--- config.mk ---
export PLATFORM = sky130hd
export DESIGN_NAME = cpu_timing_flat
export DESIGN_NICKNAME = d
export VERILOG_FILES = /design/src/rtl/cpu_timing_if.sv /design/src/rtl/cpu_timing.sv /design/src/flat_wrapper.sv
export SDC_FILE = /design/constraint.sdc
export NUM_CORES = 1
export LEC_CHECK = 0
export CAP_MARGIN = 30
export CELL_PAD_IN_SITES_DETAIL_PLACEMENT = 0
export CELL_PAD_IN_SITES_GLOBAL_PLACEMENT = 1
export CORE_MARGIN = 8
export CORE_UTILIZATION = 43
export CTS_CLUSTER_DIAMETER = 100
export DETAILED_ROUTE_END_ITERATION = 10
export GPL_TIMING_DRIVEN = 0
export PLACE_DENSITY_LB_ADDON = 0.1
export SETUP_SLACK_MARGIN = 0.2
export SLEW_MARGIN = 20
export SYNTH_ARGS = -nofsm -noshare
export SYNTH_HDL_FRONTEND = slang
export SYNTH_SLANG_ARGS = --single-unit
--- constraint.sdc ---
create_clock -name clock -period 2.8 [get_ports clock]
set_clock_uncertainty 0.05 [all_clocks]
set_input_delay 0.7 -clock clock [delete_from_list [all_inputs] [get_ports clock]]
set_output_delay 0.7 -clock clock [all_outputs]
set_load 0.05 [all_outputs]
--- src/rtl/cpu_timing_if.sv ---
// Bundle of CPU timing signals shared between the timing generator and its consumers.
// The master side is the generator; the slave side is the CPU/bus logic that supplies contend.
interface cpu_timing_if;
    logic       contend;
    logic       ne;
    logic       pe;
    logic       irq;
    logic [7:0] hc;
    logic [8:0] vc;
    logic       frame;

    modport master (
        input  contend,
        output ne, pe, irq, hc, vc, frame
    );

    modport slave (
        output contend,
        input  ne, pe, irq, hc, vc, frame
    );
endinterface

--- src/rtl/cpu_timing.sv ---
// CPU clock-enable and raster timing generator: 8 system clocks per T-state, with
// memory-contention stalls of whole T-states, a frame-start /INT pulse and a frame strobe.
module cpu_timing #(
    parameter int LINE_T  = 224,
    parameter int LINES   = 312,
    parameter int INT_LEN = 32
) (
    input  logic         clock,
    input  logic         reset,
    cpu_timing_if.master bus
);
    localparam logic [7:0] LP_HC_LAST = 8'(LINE_T - 1);
    localparam logic [8:0] LP_VC_LAST = 9'(LINES - 1);
    localparam logic [7:0] LP_INT_LEN = 8'(INT_LEN);

    logic [2:0] r_phase;
    logic [7:0] r_hc;
    logic [8:0] r_vc;
    logic       r_stall;
    logic       r_ne;
    logic       r_pe;
    logic       r_irq;
    logic       r_frame;

    logic [7:0] w_hcNext;
    logic [8:0] w_vcNext;
    logic       w_window;

    always_comb begin
        w_hcNext = r_hc + 8'd1;
        w_vcNext = r_vc;
        if (r_hc == LP_HC_LAST) begin
            w_hcNext = 8'd0;
            w_vcNext = (r_vc == LP_VC_LAST) ? 9'd0 : r_vc + 9'd1;
        end
    end

    // Window is judged on the T-state that is about to start, not the one ending.
    assign w_window = (w_vcNext >= 9'd64) && (w_vcNext <= 9'd255) &&
                      !w_hcNext[7] && (w_hcNext[2:0] <= 3'd5);

    always_ff @(posedge clock) begin
        if (reset) begin
            r_phase <= 3'd0;
            r_hc    <= 8'd0;
            r_vc    <= 9'd0;
            r_stall <= 1'b0;
            r_ne    <= 1'b0;
            r_pe    <= 1'b0;
            r_irq   <= 1'b1;
            r_frame <= 1'b0;
        end else begin
            r_phase <= r_phase + 3'd1;
            r_ne    <= (r_phase == 3'd3) && !r_stall;
            r_pe    <= (r_phase == 3'd7) && !r_stall;
            r_irq   <= !((r_vc == 9'd0) && (r_hc < LP_INT_LEN));
            r_frame <= (r_phase == 3'd0) && (r_hc == 8'd0) && (r_vc == 9'd0);
            if (r_phase == 3'd7) begin
                r_hc    <= w_hcNext;
                r_vc    <= w_vcNext;
                r_stall <= bus.contend && w_window;
            end
        end
    end

    assign bus.ne    = r_ne;
    assign bus.pe    = r_pe;
    assign bus.irq   = r_irq;
    assign bus.hc    = r_hc;
    assign bus.vc    = r_vc;
    assign bus.frame = r_frame;
endmodule

--- src/flat_wrapper.sv ---
// flat-port wrapper written by rule: the top's interface ports become plain ports
module cpu_timing_flat 
#(
    parameter int LINE_T  = 224,
    parameter int LINES   = 312,
    parameter int INT_LEN = 32
)
  (clock, reset, bus_contend, bus_ne, bus_pe, bus_irq, bus_hc, bus_vc, bus_frame);
  cpu_timing_if bus_i ();
  input  logic clock;
  input  logic reset;
  input wire logic [$bits(bus_i.contend)-1:0] bus_contend;
  output wire logic [$bits(bus_i.ne)-1:0] bus_ne;
  output wire logic [$bits(bus_i.pe)-1:0] bus_pe;
  output wire logic [$bits(bus_i.irq)-1:0] bus_irq;
  output wire logic [$bits(bus_i.hc)-1:0] bus_hc;
  output wire logic [$bits(bus_i.vc)-1:0] bus_vc;
  output wire logic [$bits(bus_i.frame)-1:0] bus_frame;
  assign bus_i.contend = bus_contend;
  assign bus_ne = bus_i.ne;
  assign bus_pe = bus_i.pe;
  assign bus_irq = bus_i.irq;
  assign bus_hc = bus_i.hc;
  assign bus_vc = bus_i.vc;
  assign bus_frame = bus_i.frame;
  cpu_timing #(.LINE_T(LINE_T), .LINES(LINES), .INT_LEN(INT_LEN)) u_core (.clock(clock), .reset(reset), .bus(bus_i));
endmodule
# After elaboration in Yosys (flattened, before gate mapping)
# Cells that the tools add are included.
[totals]
register_bits = 25
latch_bits = 0
mem_bits_rw = 0
rom_bits = 0
in_bits = 3
output_inout_bits = 21
wordCells = 37
n_memories = 0
[classes]
addsub = 3
n_mul = 0
div_mod_pow = 0
n_lt_le_gt_ge = 4
eq_ne = 4
shift = 0
mux = 3
n_bitwise = 0
n_reduce_logical = 15
[op_table]
columns = ["operator", "n"]
rows = [
  ["9-bit 2-to-1 mux", 2],
  ["9-bit by 1-bit adder with 9-bit output, second input constant", 1],
  ["9-bit == test, second input constant", 1],
  ["9-bit by 7-bit >= comparator with 1-bit output, second input constant", 1],
  ["9-bit by 8-bit less-or-equal comparator with 1-bit output, second input constant", 1],
  ["1-bit logical AND", 9],
  ["9-bit logical NOT", 1],
  ["8-bit by 1-bit adder with 8-bit output, second input constant", 1],
  ["8-bit == test, second input constant", 1],
  ["8-bit logical NOT", 1],
  ["8-bit by 6-bit < comparator with 1-bit output, second input constant", 1],
  ["8-bit 2-to-1 mux", 1],
  ["3-bit by 1-bit adder with 3-bit output, second input constant", 1],
  ["3-bit by 2-bit == test with 1-bit output, second input constant", 1],
  ["3-bit == test, second input constant", 1],
  ["3-bit less-or-equal comparator, second input constant", 1],
  ["1-bit logical NOT", 3],
  ["3-bit logical NOT", 1],
]

# Depth between registers and ports, before layout
# Gate-level depths: netlist of the first run.
[logic_depth]
ltp_word = 8
ltp_mapped = 7

# Worst setup path before layout of the first run
# OpenSTA, ideal clock, no wires.
[synth_timing]
path_kind = "register to register"
startpoint = "reg u_core.r_hc[0] (netlist: u_core.bus.hc[0])"
endpoint = "reg u_core.r_vc[8] (netlist: u_core.bus.vc[8])"
setup_time_ps = 115
arrival_ps = 1922
t_required_ps = 2635
setup_slack_ps = 712
path_stages_with_launch = 8
path_buffers = 1
path_cell_list = "dfxtp_1 > ha_1 > buf_4 > nand4b_4 > nor4_4 > or2b_1 > a2bb2oi_1 > nor2_1"
[synth_between]
elab_chain_len = 2
[synth_rtl]
columns = ["item", "line_no", "source"]
rows = [
  ["start: declaration", "cpu_timing.sv:17", "logic [7:0] r_hc;"],
  ["start signal: assignment", "cpu_timing.sv:59", "r_hc <= w_hcNext;"],
  ["8-bit == test", "cpu_timing.sv:32", "if (r_hc == LP_HC_LAST) begin"],
  ["9-bit 2-to-1 mux", "cpu_timing.sv:32", ""],
  ["end signal: assignment", "cpu_timing.sv:60", "r_vc <= w_vcNext;"],
  ["end: declaration", "cpu_timing.sv:18", "logic [8:0] r_vc;"],
]
# Every way passes these cells.
# A chain may end at the register's enable or synchronous reset.

# Final worst setup path of the first run
[layout_timing]
startpoint = "reg u_core.r_hc[4] (netlist: u_core.bus.hc[4])"
endpoint = "out bus_hc[4]"
[layout_rtl]
columns = ["item", "line_no", "source"]
rows = [
  ["end: declaration", "flat_wrapper.sv:16", "output wire logic [$bits(bus_i.hc)-1:0] bus_hc;"],
]
# No word-level cell between the ends.

==> metrics.md, run 1 <==
| Metric | Value |
|---|---|
| Status | complete, no violations |
| Global-route usage over all layers | 13.5% |
| Delay-heaviest family, CP | buffers and inverters |
| GP Congestion | a little under 0.9 |
| Min Clock Period, post-route | 2.48 ns |
| Core area | 0.00326 mm² |
| Htree depth | 1 |
| Drt pass-1 iters | 4 |
| Placed Cells | about 220 |
| Flop2flop setup slack | 0.80 ns |
| Fin util | between 50% and 60% |
| Total negative slack | 0 ns |
| Setup violations, final | 0 |
| Nets | between 150 and 200 |
| Crit path kind | reg -> out |
| WHS Endpoint | u_core.r_phase[0]$_SDFF_PP0_ |
| Root Buffer | clkbuf_4 |
| Area grow syn2layout | 22.4% |
| Yosys Warn Count | 0 |
| Total gr overflow | 0 |
| Mapped Nets | 164 |
| VDD IR max | 0.214 mV |
| Clk slew on worst S/H paths | 0.16 ns |
| Final Hold Vio Count | 0 |
| Final-layout fill cell count | 324 |
| TritonCTS clock tree | built |
| Wirelength, routed | 3320 µm |
| Crit path max fanout | 7 |
| Die Span Y | 73.6 µm |
| Final cell count without fillers | approximately 230 |
| Final Max Slew Viols | 0 |
| First-pass GRT wire length | 5710 µm |
| # IOs | 24 |
| Hold path depth | 1 |
| Synthesized area per cell | 9.31 µm² |
| GR Layer Usage met3 | 2.18% |
| Most crowded layer after global routing | met2 |
| Post-synthesis xor/xnor area fraction | under 10% |
| Share of cells above drive strength 1 | 11.7% |
| CP required | approximately 2.1 ns |
| Post-route DRC | 0 |
| Clk Latency, worst-skew pair | 0.34 ns |
| Num CTS Buffers | 3 |
| Leading cell type in the layout, fill and taps excluded | dfxtp_1 |
| Peak Freq | 404 MHz |
| Hold Crit Class | reg -> reg |
| Vias per cell | 5.26 |
| Post-synthesis mux area share | 2.11% |
| Initial DRC Count | 57 |
| #FFs+latches synth | 25 |
| Synth Cell Area | approximately 0.0014 mm² |
| FF/Latch Area | between 500 and 600 µm² |
| Clock Sinks | 25 |
| RR Startpoint | u_core.bus.vc[0]$_SDFFE_PP0N_ |
| Met1 usage | 16.6% |
| Slew margin rel. | around two thirds |
| Hold Path Origin | u_core.r_phase[0]$_SDFF_PP0_ |
| Gates resized, CTS repair | 0 |
| Number of port buffers | 23 |
| Initial Util | 43.7% |
| RSZ-0062 raised after global routing | no |
| Hold-fix buffers, CTS | 0 |
| Reg-to-Reg End | u_core.bus.vc[8]$_SDFFE_PP0N_ |
| M2 GR Usage | 21.9% |
| Initial antenna violation count | 0 |
| Slew @ Worst Pin | 0.513 ns |
| Die Span X | 73.6 µm |
| Critical path's slowest cell | clkdlybuf4s50_1 |
| Simple-gate share of the synthesized area | 33.9% |
| Post-Synth Adder-Cell Area | 7.02% |
| Complex-gate fraction of the synthesized area | ~6.4% |
| Seq/Total Area, Yosys | 35.1% |
| P per Cell Area | 341 mW/mm² |
| Largest stage delay, worst path | 0.87 ns |
| Buf+Inv Stages, Crit Path | 1 |
| Cells after synthesis | 153 |
| DP Wirelength | 2500 µm |
| Ant diodes | 0 |
| Vias post-DR | ~1200 |
| Vias in the first global route | ~1200 |
| Worst Path Arrival | 1.73 ns |
| Pleak | 0.660 nW |
| Post-synthesis cell type count | 41 |
| Critical Path Source Type | register |
| Drt wl/cell | between 10 and 15 µm |
| Largest net degree at the start of global routing | 17 |
| Final ANT Viol Nets | 0 |
| Largest family of logic cells by synthesized area | simple AND/OR/NAND/NOR gates |
| Die ar. | 0.00541 mm² |
| Crit. End Element | primary output |
| Clock Tree Buf Depth | 2 |
| Part of the cycle the worst path needs | roughly 88% |
| R2R cell count | 6 |
| CP Cell Sequence | clkdlybuf4s50_1 |
| Total of max-cap violations | 0 |
| Most frequent cells in the layout | dfxtp_1, clkdlybuf4s50_1, nor2_1 |
| Multi-input gate area | ~810 µm² |
| Row count | 21 |
| Setup bufs post-CTS | 0 |
[cell type report]
cell class | instances | share of cell area, %
multi-input combinational | 112 | 46.4
sequential | 25 | 28.7
timing repair buffer | 23 | 13.2
buffer | 8 | 4.88
tap | 46 | 3.30
inverter | 8 | 1.72
clock buffer | 3 | 1.29
clock inverter | 1 | 0.502
[per-layer routing]
layer	vias up	routed length (µm)	part of all wire, %
met5	-	0	0
met4	0	68	2.0
met3	7	166	5.0
met2	23	1570	47
met1	567	1520	46
li1	591	-	-
[metrics by stage]
stage	hold slack, ns	power, mW	setup slack [ns]	instance area [µm²]
floorplan	0.367	0.401	0.712	1430
global placement	0.380	0.416	0.708	1710
detailed placement	0.393	0.417	0.713	1710
CTS	0.419	0.602	0.303	1740
global route	0.449	0.619	0.238	1740
finish	0.412	0.596	0.323	1740
[state kept, by name, summed over array words and instances, names as in the netlist]
register	cells
u_core.bus.pe	1
u_core.bus.frame	1
u_core.r_phase	3
u_core.bus.irq	1
u_core.bus.vc	9
u_core.bus.hc	8
u_core.bus.ne	1
u_core.r_stall	1
[Yosys cell counts, drive strengths merged]
library cell | instances | area [µm²]
nor4 | 8 | 86.3
a2bb2oi | 1 | 8.76
nand3b | 4 | 30.0
and3b | 1 | 8.76
and3 | 1 | 6.26
a311oi | 1 | 8.76
mux2i | 3 | 30.0
ha | 8 | 100
nand4b | 3 | 41.3
xnor2 | 4 | 35.0
clkdlybuf4s15 | 1 | 11.3
a21oi | 6 | 30.0
nand2 | 10 | 37.5
or2b | 1 | 7.51
a31o | 1 | 8.76
o21ai | 7 | 35.0
and2 | 1 | 6.26
clkbuf | 2 | 27.5
inv | 8 | 30.0
nor3b | 1 | 7.51
buf | 5 | 46.3
nor2b | 1 | 6.26
nand4 | 9 | 71.3
nor2 | 19 | 71.3
xor2 | 8 | 70.1
nand3 | 4 | 32.5
dfxtp | 25 | 500
and4 | 2 | 18.8
nor3 | 5 | 25.0
or3 | 2 | 17.5
nor4b | 1 | 8.76
[kinds of logic (layout without fill, tap and decap cells)]
| group | count (synthesis) | in the layout |
|---|---|---|
| AND/OR/NAND/NOR | 73 | 73 |
| multiplexers | 3 | 3 |
| flip-flops | 25 | 25 |
| XOR/XNOR | 12 | 12 |
| buffers and inverters | 16 | 43 |
| AO/OA/AOI/OAI | 16 | 16 |
| adder cells (fa/ha/maj) | 8 | 8 |
[worst max path at each step]
stage	from	end	slack [ns]	cells past startpoint
after global placement	u_core.bus.vc[2]$_SDFFE_PP0N_	bus_vc[2]	0.71	1
final	u_core.bus.hc[4]$_SDFFE_PP0N_	bus_hc[4]	0.32	1
after CTS	u_core.bus.hc[4]$_SDFFE_PP0N_	bus_hc[4]	0.30	1
after floorplan	u_core.bus.hc[0]$_SDFFE_PP0N_	u_core.bus.vc[8]$_SDFFE_PP0N_	0.71	7
after global routing	u_core.bus.vc[0]$_SDFFE_PP0N_	bus_vc[0]	0.24	1
after detailed placement	u_core.bus.hc[4]$_SDFFE_PP0N_	bus_hc[4]	0.71	1
[where the power goes]
group | switching, mW | total, mW | internal (mW)
registers | 0.00306 | 0.366 | 0.363
clock network | 0.128 | 0.187 | 0.0584
logic | 0.0254 | 0.0431 | 0.0177
total | 0.157 | 0.596 | 0.439
No activity file was read; power rests on OpenSTA's default activity.
==> run 2: changes to the inputs <==
--- a/config.mk
+++ b/config.mk
@@ -8,6 +8,7 @@
 export CAP_MARGIN = 30
 export CELL_PAD_IN_SITES_DETAIL_PLACEMENT = 0
 export CELL_PAD_IN_SITES_GLOBAL_PLACEMENT = 1
+export CORE_ASPECT_RATIO = 0.6
 export CORE_MARGIN = 8
 export CORE_UTILIZATION = 43
 export CTS_CLUSTER_DIAMETER = 100
==> run 2 against run 1 <==
Sequential cell count unchanged; sequential share of layout area shrank 0.20 points; first-iteration DRC count rose by 30%; final area increased by 0.72%; clock power is 13% higher; global-route usage fell by 0.77 points; non-clock buffer count unchanged; register-to-register slack hardly changed; final cell count fell by 0.44%; clock-buffer cell count rose by 1; critical path depth unchanged; via count down 1.3%; critical path type unchanged; largest power group unchanged.
==> metrics.md, run 2 (synthesized netlist as in run 1, its figures left out) <==
| Metric | Value |
|---|---|
| Crit path max fanout | 7 (unchanged) |
| Vias in the first global route | 1100 (was 1168) |
| Multi-input gate area | 810 µm² (unchanged) |
| Final Hold Vio Count | 0 (unchanged) |
| DP Wirelength | 2520 µm (was 2500 µm) |
| Final ANT Viol Nets | 0 (unchanged) |
| Total of max-cap violations | 0 (unchanged) |
| Leading cell type in the layout, fill and taps excluded | dfxtp_1 (unchanged) |
| Ant diodes | 0 (unchanged) |
| Drt wl/cell | 14.9 µm (was 14.7 µm) |
| Die Span Y | 60.6 µm (was 73.6 µm) |
| Area grow syn2layout | 23.3% (was 22.4%) |
| Num CTS Buffers | 3 (unchanged) |
| Peak Freq | 415 MHz (was 404 MHz) |
| VDD IR max | 0.210 mV (was 0.214 mV) |
| Vias per cell | 5.21 (was 5.26) |
| Clock Sinks | 25 (unchanged) |
| # IOs | 24 (unchanged) |
| Setup violations, final | 0 (unchanged) |
| Vias post-DR | 1172 (was 1188) |
| Total gr overflow | 0 (unchanged) |
| Post-route DRC | 0 (unchanged) |
| Drt pass-1 iters | 4 (unchanged) |
| Critical path's slowest cell | clkdlybuf4s50_1 (unchanged) |
| Global-route usage over all layers | 12.7% (was 13.5%) |
| Die Span X | 90.3 µm (was 73.6 µm) |
| Worst Path Arrival | 1.66 ns (was 1.73 ns) |
| Slew margin rel. | 66.4% (was 65.7%) |
| Initial Util | 44.5% (was 43.7%) |
| Clock Tree Buf Depth | 2 (unchanged) |
| Final Max Slew Viols | 0 (unchanged) |
| Initial antenna violation count | 0 (unchanged) |
| Wirelength, routed | 3350 µm (was 3320 µm) |
| Critical Path Source Type | register (unchanged) |
| Core area | 0.00320 mm² (was 0.00326 mm²) |
| Clk Latency, worst-skew pair | 0.27 ns (was 0.34 ns) |
| RSZ-0062 raised after global routing | no (unchanged) |
| GP Congestion | 0.850 (was 0.894) |
| Pleak | 0.665 nW (was 0.660 nW) |
| Delay-heaviest family, CP | buffers and inverters (unchanged) |
| Slew @ Worst Pin | 0.502 ns (was 0.513 ns) |
| Number of port buffers | 23 (unchanged) |
| Total negative slack | 0 ns (unchanged) |
| Largest net degree at the start of global routing | 14 (was 17) |
| FF/Latch Area | 500 µm² (unchanged) |
| Most frequent cells in the layout | dfxtp_1, clkdlybuf4s50_1, nor2_1 (unchanged) |
| Min Clock Period, post-route | 2.41 ns (was 2.48 ns) |
| First-pass GRT wire length | 5600 µm (was 5710 µm) |
| Status | complete, no violations (unchanged) |
| Die ar. | 0.00547 mm² (was 0.00541 mm²) |
| Final Instance Area | 0.00176 mm² (was 0.00174 mm²) |
| Row count | 16 (was 21) |
| Initial DRC Count | 74 (was 57) |
| Gates resized, CTS repair | 0 (unchanged) |
| Area after DPL | 0.00171 mm² (about the same) |
| Part of the cycle the worst path needs | 86.1% (was 88.4%) |
| Hold Crit Class | reg -> reg (unchanged) |
| Hold-fix buffers, CTS | 0 (unchanged) |
| Crit path kind | reg -> out (unchanged) |
| Max reg flops | 9 (unchanged) |
| Root Buffer | clkbuf_8 (was clkbuf_4) |
| Htree depth | 1 (unchanged) |
| Fin util | 54.8% (was 53.5%) |
| Buf+Inv Stages, Crit Path | 1 (unchanged) |
| Largest stage delay, worst path | 0.87 ns (about the same) |
| Crit. End Element | primary output (unchanged) |
| TritonCTS clock tree | built (unchanged) |
| CP required | 2.05 ns (about the same) |
| Share of cells above drive strength 1 | 11.1% (was 11.7%) |
| Nets | 192 (unchanged) |
| Final-layout fill cell count | 302 (was 324) |
| CP Cell Sequence | clkdlybuf4s50_1 (unchanged) |
| P per Cell Area | 353 mW/mm² (was 341 mW/mm²) |
| Setup bufs post-CTS | 0 (unchanged) |
| Clk slew on worst S/H paths | 0.08 ns (was 0.16 ns) |
## run 2: cell types whose count changed in the layout (fill, tap and decap cells not counted)
cell	delta
clkbuf_4	-3
clkbuf_8	+3
clkbuf_1	+1
inv_6	-1
## run 2: where the power goes
part / switching [mW] / total [mW] / internal (mW)
combinational: 0.0256 / 0.0430 / 0.0174
clock: 0.110 / 0.212 / 0.102
sequential: 0.00297 / 0.365 / 0.362
## run 2: through the flow
step / hold WS (ns) / power (mW) / instances / setup WS, ns
final: 0.403 / 0.620 / 225 / 0.390
after global routing: 0.429 / 0.651 / 225 / 0.325
after CTS: 0.411 / 0.631 / 225 / 0.385
after detailed placement: 0.392 / 0.417 / 221 / 0.692
after global placement: 0.378 / 0.416 / 221 / 0.697
after floorplan: 0.367 / 0.401 / 153 / 0.712
## run 2: layer usage
| layer | share of wire (%) | vias to the layer above | global-route usage, % |
|---|---|---|---|
| met1 | 52 | 547 | 17.3 |
| li1 | - | 591 | - |
| met5 | 0 | - | 0 |
| met4 | 0.81 | 0 | 2.82 |
| met3 | 5.2 | 5 | 4.20 |
| met2 | 42 | 29 | 19.1 |
## run 2: path summary, 6_finish.rpt
kind / startpoint / end / slack [ns] / depth (start not counted)
min: u_core.r_phase[0]$_SDFF_PP0_ / u_core.r_phase[0]$_SDFF_PP0_ / 0.40 / 1
max: u_core.bus.hc[4]$_SDFFE_PP0N_ / bus_hc[4] / 0.39 / 1
max reg2reg: u_core.bus.hc[0]$_SDFFE_PP0N_ / u_core.bus.vc[8]$_SDFFE_PP0N_ / 0.80 / 7
min reg2reg: u_core.r_phase[0]$_SDFF_PP0_ / u_core.r_phase[0]$_SDFF_PP0_ / 0.40 / 1
## run 2: layout make-up
cell class                      instances  area share (%)
Tap cell                               45            3.21
Sequential cell                        25            28.5
Multi-Input combinational cell        112            46.1
Timing Repair Buffer                   23            13.1
Clock buffer                            4            2.56
Inverter                                8            1.71
Buffer                                  8            4.84
## run 2: worst reg2reg max path, delay by kind of cell (launching register included)
| kind | cells | cell delay [ns] |
|---|---|---|
| flops | 1 | 0.49 |
| simple gates | 4 | 0.84 |
| buf+inv | 1 | 0.17 |
| fa+ha+maj | 1 | 0.20 |
| compound gates | 1 | 0.16 |
